**config.mk**
```make
export PLATFORM = sky130hd
export DESIGN_NAME = keypad_code_sender
export DESIGN_NICKNAME = d
export VERILOG_FILES = /design/src/rtl/keypad_pkg.sv /design/src/rtl/kps_cycle_timer.sv /design/src/rtl/keypad_code_sender.sv
export SDC_FILE = /design/constraint.sdc
export NUM_CORES = 1
export LEC_CHECK = 0
export ABC_AREA = 1
export CORE_UTILIZATION = 43
export DETAILED_ROUTE_END_ITERATION = 8
export GPL_TIMING_DRIVEN = 1
export PLACE_DENSITY = 0.71
export SYNTH_ARGS = -nofsm -noshare
export SYNTH_HDL_FRONTEND = slang
export SYNTH_SLANG_ARGS = --single-unit
```
**constraint.sdc**
```tcl
create_clock -name CLK -period 2.21 [get_ports CLK]
set_clock_uncertainty 0.1 [all_clocks]
set_input_delay 0.221 -clock CLK [delete_from_list [all_inputs] [get_ports CLK]]
set_output_delay 0.221 -clock CLK [all_outputs]
set_load 0.01 [all_outputs]
```
**src/rtl/keypad_pkg.sv**
```systemverilog
// Shared definitions for the keypad code sender and its bench-side keypad model:
// FSM state encoding, 2-bit verdict codes and a small parameter helper.
package keypad_pkg;

    typedef enum logic [2:0] {
        IDLE   = 3'd0,
        DRIVE  = 3'd1,
        GAP    = 3'd2,
        WAIT   = 3'd3,
        REPORT = 3'd4
    } kps_state_t;

    localparam logic [1:0] RES_TIMEOUT = 2'b00;
    localparam logic [1:0] RES_OPEN    = 2'b01;
    localparam logic [1:0] RES_FAIL    = 2'b10;
    localparam logic [1:0] RES_VIOL    = 2'b11;

    function automatic int kps_max(input int a, input int b);
        return (a > b) ? a : b;
    endfunction

endpackage

```
**src/rtl/kps_cycle_timer.sv**
```systemverilog
// Loadable down-counter that stops at zero; zero is high once the loaded count has
// elapsed, so loading N-1 on state entry gives a state that lasts N cycles.
module kps_cycle_timer #(
    parameter int WIDTH = 4
) (
    input  logic             clk,
    input  logic             rst_n,
    input  logic             load,
    input  logic [WIDTH-1:0] value,
    output logic             zero
);

    logic [WIDTH-1:0] count_reg;

    always_ff @(posedge clk or negedge rst_n) begin
        if (!rst_n) begin
            count_reg <= '0;
        end else if (load) begin
            count_reg <= value;
        end else if (count_reg != '0) begin
            count_reg <= count_reg - WIDTH'(1);
        end
    end

    assign zero = (count_reg == '0);

endmodule

```
**src/rtl/keypad_code_sender.sv**
```systemverilog
// Serialises a passcode into one-cycle ZBUT/OBUT pulses and reports the keypad verdict.
// Optional feature macro KPS_RETRY_EN: one automatic resend after the first FAIL verdict.
module keypad_code_sender
    import keypad_pkg::*;
#(
    parameter int CODE_LEN = 4,
    parameter int GAP_CYC  = 2,
    parameter int TIMEOUT  = 8
) (
    input  logic                CLK,
    input  logic                RSTN,
    input  logic                START,
    input  logic [CODE_LEN-1:0] CODE,
    output logic                BUSY,
    output logic                DONE,
    output logic [1:0]          RESULT,
    output logic                ZBUT,
    output logic                OBUT,
    input  logic                ULCK,
    input  logic                RSTO,
    input  logic                SECV
);

    localparam int TW = $clog2(kps_max(GAP_CYC, TIMEOUT) + 1);
    localparam int IW = (CODE_LEN > 1) ? $clog2(CODE_LEN) : 1;

    kps_state_t          state_reg, state_next;
    logic [IW-1:0]       idx_reg, idx_next;
    logic [CODE_LEN-1:0] code_reg, code_next;
    logic [1:0]          result_reg, result_next;
    logic                busy_reg, busy_next;
    logic                done_reg, done_next;
    logic                zbut_reg, zbut_next;
    logic                obut_reg, obut_next;
    logic                timer_load;
    logic [TW-1:0]       timer_value;
    logic                timer_zero;
`ifdef KPS_RETRY_EN
    logic                retried_reg, retried_next;
`endif

    kps_cycle_timer #(.WIDTH(TW)) u_timer (
        .clk   (CLK),
        .rst_n (RSTN),
        .load  (timer_load),
        .value (timer_value),
        .zero  (timer_zero)
    );

    always_ff @(posedge CLK or negedge RSTN) begin
        if (!RSTN) begin
            state_reg   <= IDLE;
            idx_reg     <= '0;
            code_reg    <= '0;
            result_reg  <= RES_TIMEOUT;
            busy_reg    <= 1'b0;
            done_reg    <= 1'b0;
            zbut_reg    <= 1'b0;
            obut_reg    <= 1'b0;
`ifdef KPS_RETRY_EN
            retried_reg <= 1'b0;
`endif
        end else begin
            state_reg   <= state_next;
            idx_reg     <= idx_next;
            code_reg    <= code_next;
            result_reg  <= result_next;
            busy_reg    <= busy_next;
            done_reg    <= done_next;
            zbut_reg    <= zbut_next;
            obut_reg    <= obut_next;
`ifdef KPS_RETRY_EN
            retried_reg <= retried_next;
`endif
        end
    end

    always_comb begin
        state_next   = state_reg;
        idx_next     = idx_reg;
        code_next    = code_reg;
        result_next  = result_reg;
        timer_load   = 1'b0;
        timer_value  = '0;
        zbut_next    = 1'b0;
        obut_next    = 1'b0;
`ifdef KPS_RETRY_EN
        retried_next = retried_reg;
`endif

        case (state_reg)
            IDLE: begin
                if (START) begin
                    code_next  = CODE;
                    idx_next   = IW'(CODE_LEN - 1);
                    state_next = DRIVE;
`ifdef KPS_RETRY_EN
                    retried_next = 1'b0;
`endif
                end
            end
            DRIVE: begin
                if (SECV) begin
                    result_next = RES_VIOL;
                    state_next  = REPORT;
                end else begin
                    timer_load  = 1'b1;
                    timer_value = TW'(GAP_CYC - 1);
                    state_next  = GAP;
                end
            end
            GAP: begin
                if (SECV) begin
                    result_next = RES_VIOL;
                    state_next  = REPORT;
                end else if (timer_zero) begin
                    if (idx_reg == '0) begin
                        timer_load  = 1'b1;
                        timer_value = TW'(TIMEOUT - 1);
                        state_next  = WAIT;
                    end else begin
                        idx_next   = idx_reg - IW'(1);
                        state_next = DRIVE;
                    end
                end
            end
            WAIT: begin
                if (SECV) begin
                    result_next = RES_VIOL;
                    state_next  = REPORT;
                end else if (RSTO) begin
`ifdef KPS_RETRY_EN
                    if (!retried_reg) begin
                        retried_next = 1'b1;
                        idx_next     = IW'(CODE_LEN - 1);
                        state_next   = DRIVE;
                    end else begin
                        result_next = RES_FAIL;
                        state_next  = REPORT;
                    end
`else
                    result_next = RES_FAIL;
                    state_next  = REPORT;
`endif
                end else if (ULCK) begin
                    result_next = RES_OPEN;
                    state_next  = REPORT;
                end else if (timer_zero) begin
                    result_next = RES_TIMEOUT;
                    state_next  = REPORT;
                end
            end
            REPORT: begin
                state_next = IDLE;
            end
            default: begin
                state_next = IDLE;
            end
        endcase

        // Outputs are registered alongside the state, so a pulse lines up with its DRIVE cycle.
        if (state_next == DRIVE) begin
            obut_next = code_next[idx_next];
            zbut_next = ~code_next[idx_next];
        end
        done_next = (state_next == REPORT);
        busy_next = (state_next != IDLE);
    end

    assign BUSY   = busy_reg;
    assign DONE   = done_reg;
    assign RESULT = result_reg;
    assign ZBUT   = zbut_reg;
    assign OBUT   = obut_reg;

endmodule
```
# ---- Yosys cells after proc, flatten, opt, wreduce, memory -nomap -nowiden
# Index checks and enable logic that the tools add are counted.
# Widths: inputs -> output; s select.
dict set report totals {
  ff_bits 19
  inputBits 10
  output_inout_bits 6
  word_cells 68
}
dict set report op_classes {
  addsub 2
  n_lt_le_gt_ge 1
  eq_ne 7
  n_mux 39
  bitwise_logic 1
  n_reduce_logical 9
}
# cell n
set ops {}
lappend ops {{$mux 3} 11}
lappend ops {{$mux 2} 10}
lappend ops {{$mux 4} 4}
lappend ops {{$pmux 3 s4} 1}
lappend ops {{$mux 1} 8}
lappend ops {{$pmux 2 s2} 2}
lappend ops {{$eq 3x1->1 const B} 2}
lappend ops {{$eq 3x2->1 const B} 2}
lappend ops {{$pmux 3 s2} 1}
lappend ops {{$ne 5x5->1 const B} 1}
lappend ops {{$logic_not 4->1} 1}
lappend ops {{$reduce_bool 2->1} 2}
lappend ops {{$reduce_bool 4->1} 1}
lappend ops {{$sub 4x1->4 const B} 1}
lappend ops {{$eq 3x3->1 const B} 1}
lappend ops {{$logic_not 3->1} 1}
lappend ops {{$lt 2x3->1 const B} 1}
lappend ops {{$reduce_and 3->1} 1}
lappend ops {{$reduce_bool 3->1} 1}
lappend ops {{$bmux 1 s2} 1}
lappend ops {{$logic_not 2->1} 1}
lappend ops {{$ne 2x1->1 const B} 1}
lappend ops {{$pmux 1 s2} 1}
lappend ops {{$reduce_or 2->1} 1}
lappend ops {{other kinds (2)} 2}

# ---- Logic depth before layout (Yosys ltp)
# Gate-level depths: netlist of the first run.
dict set report logic_depth {
  word_depth 9
  ltp_mapped 11
}

# ---- Hierarchy
# From an unflattened synthesis of the first run, not the netlist that was laid out.
dict set report unflattened {
  cells_unflattened 155
  area_unflattened_um2 1141.1
}
# module instances cells_per_inst area_per_inst_um2
set modules_own_cells {}
lappend modules_own_cells {keypad_code_sender 1 121 898.4}
lappend modules_own_cells {kps_cycle_timer 1 34 242.7}

# ---- Worst setup path after synthesis of the first run
# OpenSTA, ideal clock, no wires.
dict set report synth_path {
  path_kind {register to register}
  start {reg u_timer.count_reg[0]}
  end {reg obut_reg, in the netlist OBUT}
  setup_ns 0.116
  t_arrival_ns 1.355
  required_time_ns 1.994
  setup_slack_ns 0.639
  stages_incl_launch_ff 12
  path_buffers 0
  path_cell_list {dfrtp_1 inv_1 ha_1 nand3_2 nor2_1 nand2_1 nand2_1 nand2_1 inv_1 nand3_1 nand2_1 nor2_1}
}
# element line
set synth_lines {}
lappend synth_lines {{start, declared} kps_cycle_timer.sv:13} ;# logic [WIDTH-1:0] count_reg;
lappend synth_lines {{start signal, assigned} kps_cycle_timer.sv:19} ;# count_reg <= value;
lappend synth_lines {{start signal, assigned} kps_cycle_timer.sv:21} ;# count_reg <= count_reg - WIDTH'(1);
lappend synth_lines {{$logic_not 4->1} kps_cycle_timer.sv:25} ;# assign zero = (count_reg == '0);
lappend synth_lines {{$mux 2} keypad_code_sender.sv:116} ;# end else if (timer_zero) begin
lappend synth_lines {{$mux 2} keypad_code_sender.sv:113} ;# if (SECV) begin
lappend synth_lines {{$pmux 2 s2} keypad_code_sender.sv:91} ;# case (state_reg)
lappend synth_lines {{via idx_next[1]} keypad_code_sender.sv:28} ;# logic [IW-1:0] idx_reg, idx_next;
lappend synth_lines {{$bmux 1 s2} keypad_code_sender.sv:163} ;# obut_next = code_next[idx_next];
lappend synth_lines {{$mux 1 (not written as such)} keypad_code_sender.sv:163}
lappend synth_lines {{$mux 1} keypad_code_sender.sv:162} ;# if (state_next == DRIVE) begin
lappend synth_lines {{via obut_next} keypad_code_sender.sv:34} ;# logic obut_reg, obut_next;
lappend synth_lines {{end signal, assigned} keypad_code_sender.sv:71} ;# obut_reg <= obut_next;
lappend synth_lines {{end, declared} keypad_code_sender.sv:34}
# The timed path passes the listed nets, and every way through them passes these cells. The select of a mux whose other input is x is not followed.
# A chain may end at the register's enable or synchronous reset.

# ---- Worst setup path after layout of the first run
dict set report layout_path {
  start {reg u_timer.count_reg[0]}
  end {reg zbut_reg, in the netlist ZBUT}
}
dict set report layout_via {
  elab_chain_cells 8
}
# element line
set layout_lines {}
lappend layout_lines {{$logic_not 4->1} kps_cycle_timer.sv:25}
lappend layout_lines {{$mux 2} keypad_code_sender.sv:116}
lappend layout_lines {{$mux 2} keypad_code_sender.sv:113}
lappend layout_lines {{$pmux 2 s2} keypad_code_sender.sv:91}
lappend layout_lines {{via idx_next[1]} keypad_code_sender.sv:28}
lappend layout_lines {{$bmux 1 s2} keypad_code_sender.sv:164} ;# zbut_next = ~code_next[idx_next];
lappend layout_lines {{$mux 1 (not written as such)} keypad_code_sender.sv:164}
lappend layout_lines {{$not 1->1} keypad_code_sender.sv:164}
lappend layout_lines {{$mux 1} keypad_code_sender.sv:162}
lappend layout_lines {{via zbut_next} keypad_code_sender.sv:33} ;# logic zbut_reg, zbut_next;
lappend layout_lines {{end signal, assigned} keypad_code_sender.sv:70} ;# zbut_reg <= zbut_next;
lappend layout_lines {{end, declared} keypad_code_sender.sv:33}
# The timed path passes the listed nets, and every way through them passes these cells. The select of a mux whose other input is x is not followed.

==> results of run 1 <==
[logic make-up after synthesis]
family | share of synthesized area, %
DFF | 45.18
and+or+nand+nor | 32.82
adders and majority gates | 1.189
buffers and inverters | 7.492
xor gates and xnor gates | 2.497
AOI/OAI and AO/OA | 10.82
[layer usage]
layer	share of wire, %	up-vias	global-route usage, %
li1	-	438	-
met2	48	20	31.17
met5	0	-	0
met4	0.86	0	5.405
met1	47	379	24.29
met3	3.2	2	4.464
[cells in the final DEF (no fill, tap or decap), drive strengths merged]
master and n:
nand2 28, inv 21, dfrtp 19, nor2 17, nand3 16, clkdlybuf4s50 15, o21ai 7, a21oi 4
clkbuf 3, nor3 3, a31oi 2, xnor2 2, nand3b 1, o221ai 1, nand4 1, o31a 1
xor2 1, ha 1, clkinv 1, buf 1
[worst max-delay path, cell delays in order, from the launching register on]
cell and delay, ps:
dfrtp_1 390, inv_1 90, ha_1 270, nand3_2 170
nor2_1 150, nand2_1 80, nand2_1 60, nand2_1 100
inv_1 100, nand3_1 80, nand2_1 60, nor2_1 40
[worst max path at each step]
| stage | from | end |
|---|---|---|
| after floorplan | u_timer.count_reg[0] | OBUT |
| after global placement | SECV | OBUT |
| after detailed placement | SECV | ZBUT |
| after CTS | u_timer.count_reg[0] | ZBUT |
| after global routing | u_timer.count_reg[0] | ZBUT |
| final | u_timer.count_reg[0] | ZBUT |
[layout make-up]
type / instances / area share (%)
multi-input cells: 85 / 39.13
flip-flops and latches: 19 / 37.36
repair buffers: 16 / 12.39
well taps: 28 / 2.753
inverters: 21 / 6.195
clock buffers: 3 / 1.770
clock inverters: 1 / 0.3933
[power groups by stage]
stage               clock network [mW]  registers, mW  logic (mW)
floorplan                            0          0.593       0.588
global placement                     0          0.584       0.795
detailed placement                   0          0.588       0.823
CTS                              0.176          0.581       0.825
global route                     0.193          0.593       0.937
finish                           0.168          0.579       0.821
==> summary.txt, run 1 <==
========================================================================================================
IO Port Bufs                                                                                          15
Headroom to the max-slew limit                                                                    78.72%
Instance area after placement                                                               0.001245 mm^2
Setup WS pre-CTS                                                                                348.7 ps
Source-to-sink clock delay at the later pin of the worst-skew pair                                290 ps
Avg Cell Area, Syn                                                                            8.418 um^2
CTS sink cnt                                                                                          19
Fraction of layout instances using a drive strength above 1                                       15.17%
Count of placed standard cells including taps                                                        169
Signed area change from the synthesized netlist to the final layout                               20.93%
Total track usage                                                                                 18.82%
Hold bufs inserted after CTS                                                                           0
Data arrival at the endpoint of the critical path                                                1870 ps
Number of max-slew violations in the final report                                                      0
Antenna Diode Count                                                                                    0
Buffers from clock root to sink, at most                                                               2
Achievable frequency                                                                           560.9 MHz
Static leakage                                                                                 0.6175 nW
Most used standard cell by instance count after synthesis                                        nand2_1
Number of cell rows                                                                                   17
Async S/R FF share, synth                                                                         100.0%
Int Power                                                                                       886.6 uW
Library cell used as clock root buffer                                                          clkbuf_4
Total power divided by cell area                                                            1232 mW/mm^2
FILL cells                                                                                           218
Final worst hold slack                                                                          153.8 ps
Count of cells along the worst register-to-register path                                              11
Maximum fanout encountered on the critical timing path                                                 4
Area of combinational cells with multiple inputs                                              498.0 um^2
Final core occ                                                                                    56.44%
Critical path launch point type                                                                     flop
Avg WL per Cell                                                                                 11.49 um
Post-CTS clock slew at the launch and capture registers of the worst setup and hold paths         100 ps
Nets                                                                                                 157
Number of post-CTS setup repair buffers                                                                0
Total number of vias                                                                                 839
Chip width                                                                                      51.47 um
Setup-violating endpoint count in the final report                                                     0
Logic pwr share                                                                                    52.3%
Run status                                                                                     completed
Least-Margin Pin Slew                                                                           318.3 ps
Residual antenna-violating net count after detailed routing                                            0
Internal reg-to-reg setup slack                                                                   430 ps
Clk network pwr share                                                                              10.7%
Number of non-filler instances in the completed layout                                               173
Remaining global-route overflow                                                                        0
Worst voltage drop across the vdd grid                                                         0.6678 mV
TritonCTS clock tree                                                                                 yes
Area contributors post-synth                                                                dfrtp_1, nand2_1, inv_1
Flip-flop and latch count after synthesis                                                             19
Inserted Clock Buffers                                                                                 3
Critical path endpoint category                                                                     flop
Maximum level of the CTS H-tree                                                                        1
Final critical path time including I/O delays and setup                                          1783 ps
Post-route DRC                                                                                         0
Leading cell types by count after synthesis                                                 nand2_1, dfrtp_1, inv_1, nand3_1, nor2_1
Final Hold Vio Count                                                                                   0
Setup Crit Path Kind                                                                        flop to flop
Final RePlAce weighted congestion                                                                 0.7720
Core Region                                                                                 0.002255 mm^2
EDFF count, synth                                                                                      0
Slack of the critical path                                                                      427.2 ps
Total wire length after detailed routing                                                        1.987 mm
Pin count of the biggest net entering global routing                                                  20
Fin Setup TNS                                                                                       0 ps
Overall power                                                                                   1.568 mW
DIE HEIGHT                                                                                      51.47 um
Required arrival time at the worst endpoint                                                      2300 ps
Net Sw Frac                                                                                       43.47%
Number of top-level design ports                                                                      16
Register area                                                                                 475.5 um^2
Instance count of the mapped netlist                                                                 125
First-pass GRT wire length                                                                      3.594 mm
Hpwl dp                                                                                         1.608 mm
Capturing point of the worst reg2reg path                                                           ZBUT
Period utilisation layout                                                                         80.67%
Number of antenna violations at the first check in global routing                                      0
Vias in the first global route                                                                       821
Via count normalized by instance count                                                             4.850
Number of library cell types mapped by synthesis                                                      27
Source of the worst register-to-register timing path                                        u_timer.count_reg[0]
Quantity of gates resized following cts                                                                0
DRC marker count from the first detailed-route iteration                                              24
Warnings, synthesis                                                                                    0
Setup repair after global routing missed its margin                                                   no
Post-synthesis instance area                                                                0.001052 mm^2
Router iterations before antenna repair                                                                4
Share of power burned in registers                                                                 36.9%
Reported max-cap violation count                                                                       0
Finished Cell Area                                                                          0.001272 mm^2
Initial core utilization                                                                          46.67%
Synth Flop Type                                                                                  dfrtp_1
Cell accounting for the most synthesized area                                                    dfrtp_1
Switching power summed over all nets                                                            681.7 uW
Hold Path Class                                                                             input pin to asynchronous set/reset pin
Floorplan die area                                                                          0.002649 mm^2
Syn Nets                                                                                             136
Post-synthesis sequential area ratio                                                              45.18%
Top cell type's share of synthesized area                                                         45.18%
========================================================================================================
Note: power is estimated with default switching activity, not from simulation.
==> inputs of run 2 (changes only) <==
--- a/config.mk
+++ b/config.mk
@@ -9,7 +9,7 @@
 export CORE_UTILIZATION = 43
 export DETAILED_ROUTE_END_ITERATION = 8
 export GPL_TIMING_DRIVEN = 1
-export PLACE_DENSITY = 0.71
+export PLACE_DENSITY = 0.73
 export SYNTH_ARGS = -nofsm -noshare
 export SYNTH_HDL_FRONTEND = slang
 export SYNTH_SLANG_ARGS = --single-unit
==> constraint.sdc (replaced) <==
create_clock -name CLK -period 1.55 [get_ports CLK]
set_clock_uncertainty 0.1 [all_clocks]
set_input_delay 0.155 -clock CLK [delete_from_list [all_inputs] [get_ports CLK]]
set_output_delay 0.155 -clock CLK [all_outputs]
set_load 0.01 [all_outputs]
==> run 2 against run 1 <==
Compared with the run above: the flow now finishes with violations (negative setup slack); routed wire length rose by 15%; worst setup slack got worse by 460 ps; clock power rose by 54%; via count rose by 16%; sequential power rose by 46%; die area did not move; non-clock buffer count rose by 21; largest cell class unchanged; cell area rose by 18%; power rose by 73%.
==> summary.txt, run 2 (synthesis gave the netlist of run 1 again) <==
========================================================================================================
Run status                                                                                  complete, but fails checks
Violated checks                                                                             negative setup slack
IO Port Bufs                                                                                          15
Core Region                                                                                 0.002255 mm^2
Fraction of layout instances using a drive strength above 1                                       31.74%
DRC marker count from the first detailed-route iteration                                              19
Via count normalized by instance count                                                             4.979
Finished Cell Area                                                                          0.001496 mm^2
Least-Margin Pin Slew                                                                           259.0 ps
Capturing point of the worst reg2reg path                                                           ZBUT
Router iterations before antenna repair                                                                4
Area of combinational cells with multiple inputs                                              561.8 um^2
Final RePlAce weighted congestion                                                                 0.8220
Static leakage                                                                                 0.7218 nW
Pin count of the biggest net entering global routing                                                  20
Total power divided by cell area                                                            1809 mW/mm^2
Hold Path Class                                                                             input pin to asynchronous set/reset pin
Last element of the critical path                                                                   ZBUT
Achievable frequency                                                                           631.2 MHz
Hold bufs inserted after CTS                                                                           0
Number of max-slew violations in the final report                                                      0
Buffers from clock root to sink, at most                                                               2
Setup-violating endpoint count in the final report                                                     2
Number of top-level design ports                                                                      16
Critical path endpoint category                                                                     flop
Most frequent cells in the layout                                                           nand2_1, buf_4, dfrtp_1, inv_1, clkdlybuf4s50_1
Total wire length after detailed routing                                                        2.292 mm
Setup Crit Path Kind                                                                        flop to flop
Total track usage                                                                                 20.25%
Residual antenna-violating net count after detailed routing                                            0
Number of antenna violations at the first check in global routing                                      0
Number of cell rows                                                                                   17
Count of cells along the worst register-to-register path                                               8
Floorplan die area                                                                          0.002649 mm^2
Data arrival at the endpoint of the critical path                                                1730 ps
Setup repair after global routing missed its margin                                                  yes
First-pass GRT wire length                                                                      3.891 mm
Final critical path time including I/O delays and setup                                          1584 ps
Maximum level of the CTS H-tree                                                                        1
Required arrival time at the worst endpoint                                                      1690 ps
Chip width                                                                                      51.47 um
Instance area after placement                                                               0.001323 mm^2
Inserted Clock Buffers                                                                                 3
Critical path launch point type                                                                     flop
Register area                                                                                 476.7 um^2
Post-route DRC                                                                                         0
Number of non-filler instances in the completed layout                                               195
Most common cell after layout, fill and taps aside                                               nand2_1
Period utilisation layout                                                                         102.2%
FILL cells                                                                                           204
Nets                                                                                                 179
Library cell used as clock root buffer                                                          clkbuf_4
Startpoint of the worst setup timing path                                                   state_reg[0]
Setup WS pre-CTS                                                                               -114.7 ps
Post-CTS clock slew at the launch and capture registers of the worst setup and hold paths         110 ps
Reported max-cap violation count                                                                       0
Final Hold Vio Count                                                                                   0
Vias in the first global route                                                                       901
Slack of the critical path                                                                     -34.17 ps
Hpwl dp                                                                                         1.678 mm
Avg WL per Cell                                                                                 11.75 um
Remaining global-route overflow                                                                        0
TritonCTS clock tree                                                                                 yes
Initial core utilization                                                                          46.67%
Internal reg-to-reg setup slack                                                                   -30 ps
Source-to-sink clock delay at the later pin of the worst-skew pair                                310 ps
Maximum fanout encountered on the critical timing path                                                 5
Count of placed standard cells including taps                                                        179
Source of the worst register-to-register timing path                                        state_reg[0]
CTS sink cnt                                                                                          19
DIE HEIGHT                                                                                      51.47 um
Overall power                                                                                   2.708 mW
Worst voltage drop across the vdd grid                                                          1.038 mV
Antenna Diode Count                                                                                    0
Total number of vias                                                                                 971
Headroom to the max-slew limit                                                                    82.67%
Signed area change from the synthesized netlist to the final layout                               42.21%
========================================================================================================
run 2: cell count changes in the layout (fill, tap and decap cells not counted), moves of 2 or more:
cell,change
inv_2,+2
nand2_1,-2
buf_4,+21
nand3_4,+2
inv_1,-3
run 2: report_power, final:
group	internal [mW]	switching, mW	leakage (nW)
Clock	0.101	0.157	0.0150
Combinational	0.771	0.833	0.482
Sequential	0.696	0.150	0.224
run 2: worst min path at each step:
stage                            from              endpoint  depth (start not counted)
after floorplan                  RSTN                  BUSY                          0
after global placement    code_reg[1]           code_reg[1]                          2
after detailed placement  code_reg[1]           code_reg[1]                          2
after CTS                        RSTN  u_timer.count_reg[0]                          2
after global routing             RSTN             RESULT[0]                          2
final                            RSTN  u_timer.count_reg[0]                          2
run 2: final cells by class:
type,count,area share [%]
clock buffer,4,1.756
tap,28,2.341
multi-input combinational,86,37.54
timing repair buffer,37,21.07
inverter,21,5.435
sequential,19,31.86
run 2: repair_timing:
item	4_1_cts	5_1_grt
cloned	0	1
gates resized for setup	5	11
pin swaps	3	9
setup buffers	3	8
endpoints found under the setup margin	7	6
hold endpoints to repair	0	0
run 2: through the flow:
stage | utilization (%) | TNS, ps | hold slack, ps
floorplan | - | 0 | -240.6
global placement | 58.66 | -189.0 | 385.6
detailed placement | 58.66 | -322.9 | 407.7
CTS | 61.71 | 0 | 86.46
global route | 66.37 | -782.7 | 89.55
finish | 66.37 | -46.13 | 66.69
run 2: worst max-delay path: stages (launching register included):
cell	delay [ps]
dfrtp_1	440
nor2_4	240
nand2_4	120
o21ai_4	170
buf_4	140
nand3_1	80
nand3_1	100
nand2_1	60
nor2_1	70
run 2: metal layers:
metal	up-vias	track usage, %	wire [um]
met2	16	33.12	1181
met1	461	25.89	983
met3	4	2.679	76
met4	0	10.36	51
met5	-	0	0
li1	490	-	-
==> inputs of run 3 (changes only) <==
--- a/config.mk
+++ b/config.mk
@@ -9,7 +9,8 @@
 export CORE_UTILIZATION = 43
 export DETAILED_ROUTE_END_ITERATION = 8
 export GPL_TIMING_DRIVEN = 1
-export PLACE_DENSITY = 0.73
+export PLACE_DENSITY = 0.71
+export SLEW_MARGIN = 40
 export SYNTH_ARGS = -nofsm -noshare
 export SYNTH_HDL_FRONTEND = slang
 export SYNTH_SLANG_ARGS = --single-unit
==> constraint.sdc (replaced) <==
create_clock -name CLK -period 1.6 [get_ports CLK]
set_clock_uncertainty 0.1 [all_clocks]
set_input_delay 0.16 -clock CLK [delete_from_list [all_inputs] [get_ports CLK]]
set_output_delay 0.16 -clock CLK [all_outputs]
set_load 0.01 [all_outputs]
==> run 3 against run 2 <==
Compared with the run above: the run still ends with negative setup slack left; combinational power is 6% lower; critical path depth grew 1; routed wire length is 4.9% higher; worst setup slack gained 19 ps; sequential power is 3.0% lower; flip-flop and latch count did not move; register-to-register slack improved by 20 ps; clock power fell by 5%; largest cell class unchanged.
==> summary.txt, run 3 (synthesis gave the netlist of run 1 again) <==
========================================================================================================
DRC marker count from the first detailed-route iteration                                              21
Hpwl dp                                                                                         1.638 mm
Post-CTS clock slew at the launch and capture registers of the worst setup and hold paths         100 ps
Vias in the first global route                                                                       879
Number of antenna violations at the first check in global routing                                      0
Setup repair after global routing missed its margin                                                  yes
Number of max-slew violations in the final report                                                      0
Required arrival time at the worst endpoint                                                      1740 ps
Most common cell after layout, fill and taps aside                                               nand2_1
Initial core utilization                                                                          46.67%
Fraction of layout instances using a drive strength above 1                                       32.72%
Critical path endpoint category                                                                     flop
Instance area after placement                                                               0.001320 mm^2
Maximum level of the CTS H-tree                                                                        1
Finished Cell Area                                                                          0.001464 mm^2
Violated checks                                                                             negative setup slack
Static leakage                                                                                 0.6939 nW
Floorplan die area                                                                          0.002649 mm^2
Total wire length after detailed routing                                                        2.405 mm
Reported max-cap violation count                                                                       0
TritonCTS clock tree                                                                                 yes
Number of cell rows                                                                                   17
IO Port Bufs                                                                                          15
Count of cells along the worst register-to-register path                                               9
Final Hold Vio Count                                                                                   0
Inserted Clock Buffers                                                                                 3
Maximum fanout encountered on the critical timing path                                                 6
Worst voltage drop across the vdd grid                                                         0.9872 mV
Hold bufs inserted after CTS                                                                           0
Chip width                                                                                      51.47 um
Post-route DRC                                                                                         0
Residual antenna-violating net count after detailed routing                                            0
Final worst hold slack                                                                          77.25 ps
Period utilisation layout                                                                         101.0%
Fin Setup TNS                                                                                  -15.33 ps
Pin count of the biggest net entering global routing                                                  20
Headroom to the max-slew limit                                                                    80.76%
Antenna Diode Count                                                                                    0
Setup-violating endpoint count in the final report                                                     1
Slack of the critical path                                                                     -15.33 ps
Final critical path time including I/O delays and setup                                          1615 ps
Router iterations before antenna repair                                                                4
First-pass GRT wire length                                                                      3.788 mm
Library cell used as clock root buffer                                                          clkbuf_4
Least-Margin Pin Slew                                                                           287.5 ps
Overall power                                                                                   2.567 mW
Setup Crit Path Kind                                                                        flop to flop
Avg WL per Cell                                                                                 12.66 um
Nets                                                                                                 174
CTS sink cnt                                                                                          19
Critical path launch point type                                                                     flop
Number of top-level design ports                                                                      16
Core Region                                                                                 0.002255 mm^2
Via count normalized by instance count                                                             5.105
Final RePlAce weighted congestion                                                                 0.7931
Total track usage                                                                                 19.39%
Remaining global-route overflow                                                                        0
Run status                                                                                  complete, but fails checks
Hold Path Class                                                                             input pin to asynchronous set/reset pin
Internal reg-to-reg setup slack                                                                   -20 ps
Signed area change from the synthesized netlist to the final layout                               39.12%
Achievable frequency                                                                           619.1 MHz
Buffers from clock root to sink, at most                                                               2
Most frequent cells in the layout                                                           nand2_1, dfrtp_1, buf_4, inv_1, clkdlybuf4s50_1
Total power divided by cell area                                                            1754 mW/mm^2
Source-to-sink clock delay at the later pin of the worst-skew pair                                300 ps
DIE HEIGHT                                                                                      51.47 um
Total number of vias                                                                                 970
Data arrival at the endpoint of the critical path                                                1750 ps
========================================================================================================
## run 3: cell types whose count changed in the layout (fill, tap and decap cells not counted), sizes merged
cell   change
nand3      -1
buf        -4
## run 3: stage by stage
stage / util (%) / instances / setup slack [ps]
6_report: 64.93 / 190 / -15.33
5_1_grt: 64.93 / 190 / -129.8
4_1_cts: 61.04 / 184 / 3.160
3_5_place_dp: 58.55 / 179 / -103.1
3_3_place_gp: 58.55 / 179 / -39.29
2_1_floorplan: - / 125 / 29.17
## run 3: routing by layer
metal / vias up / GRT usage, % / share of wire, %
met5: - / 0 / 0
met4: 0 / 6.757 / 3.6
met3: 8 / 2.083 / 2.8
met2: 24 / 34.63 / 53
met1: 458 / 23.87 / 41
li1: 480 / - / -
## run 3: power by group
part,leakage (nW),internal (mW),total [mW],switching (mW)
combinational,0.455,0.686,1.50,0.815
clock,0.0150,0.0974,0.246,0.149
sequential,0.224,0.677,0.821,0.144
## run 3: repair_timing
item / 4_1_cts / 5_1_grt
pin swaps: 1 / 5
setup endpoints to repair: 6 / 6
gates cloned: 0 / 0
setup buffers: 1 / 6
gates resized for setup: 7 / 14
## run 3: layout make-up
type                            count  area, um^2
Fill cell                         191       790.8
Multi-Input combinational cell     85       556.8
Sequential cell                    19       478.0
Timing Repair Buffer               33       289.0
Inverter                           21       78.83
Tap cell                           28       35.03
Clock buffer                        4       26.28
## run 3: worst paths after layout
check / end / startpoint
setup / recovery: OBUT / state_reg[0]
hold / removal: RESULT[1] / RSTN
setup reg to reg: OBUT / state_reg[0]
hold reg to reg: code_reg[3] / code_reg[3]
max in group asynchronous: idx_reg[0] / RSTN
min in group CLK: code_reg[3] / CODE[3]
## run 3: critical path, cell delays in order (launching register included)
cell and delay (ps):
dfrtp_1 420, nor2_4 220, inv_2 70, nor2_4 200, nand2_1 90, o21ai_2 80
nand3_1 110, nand3_1 130, nand2_1 60, nor2_1 90
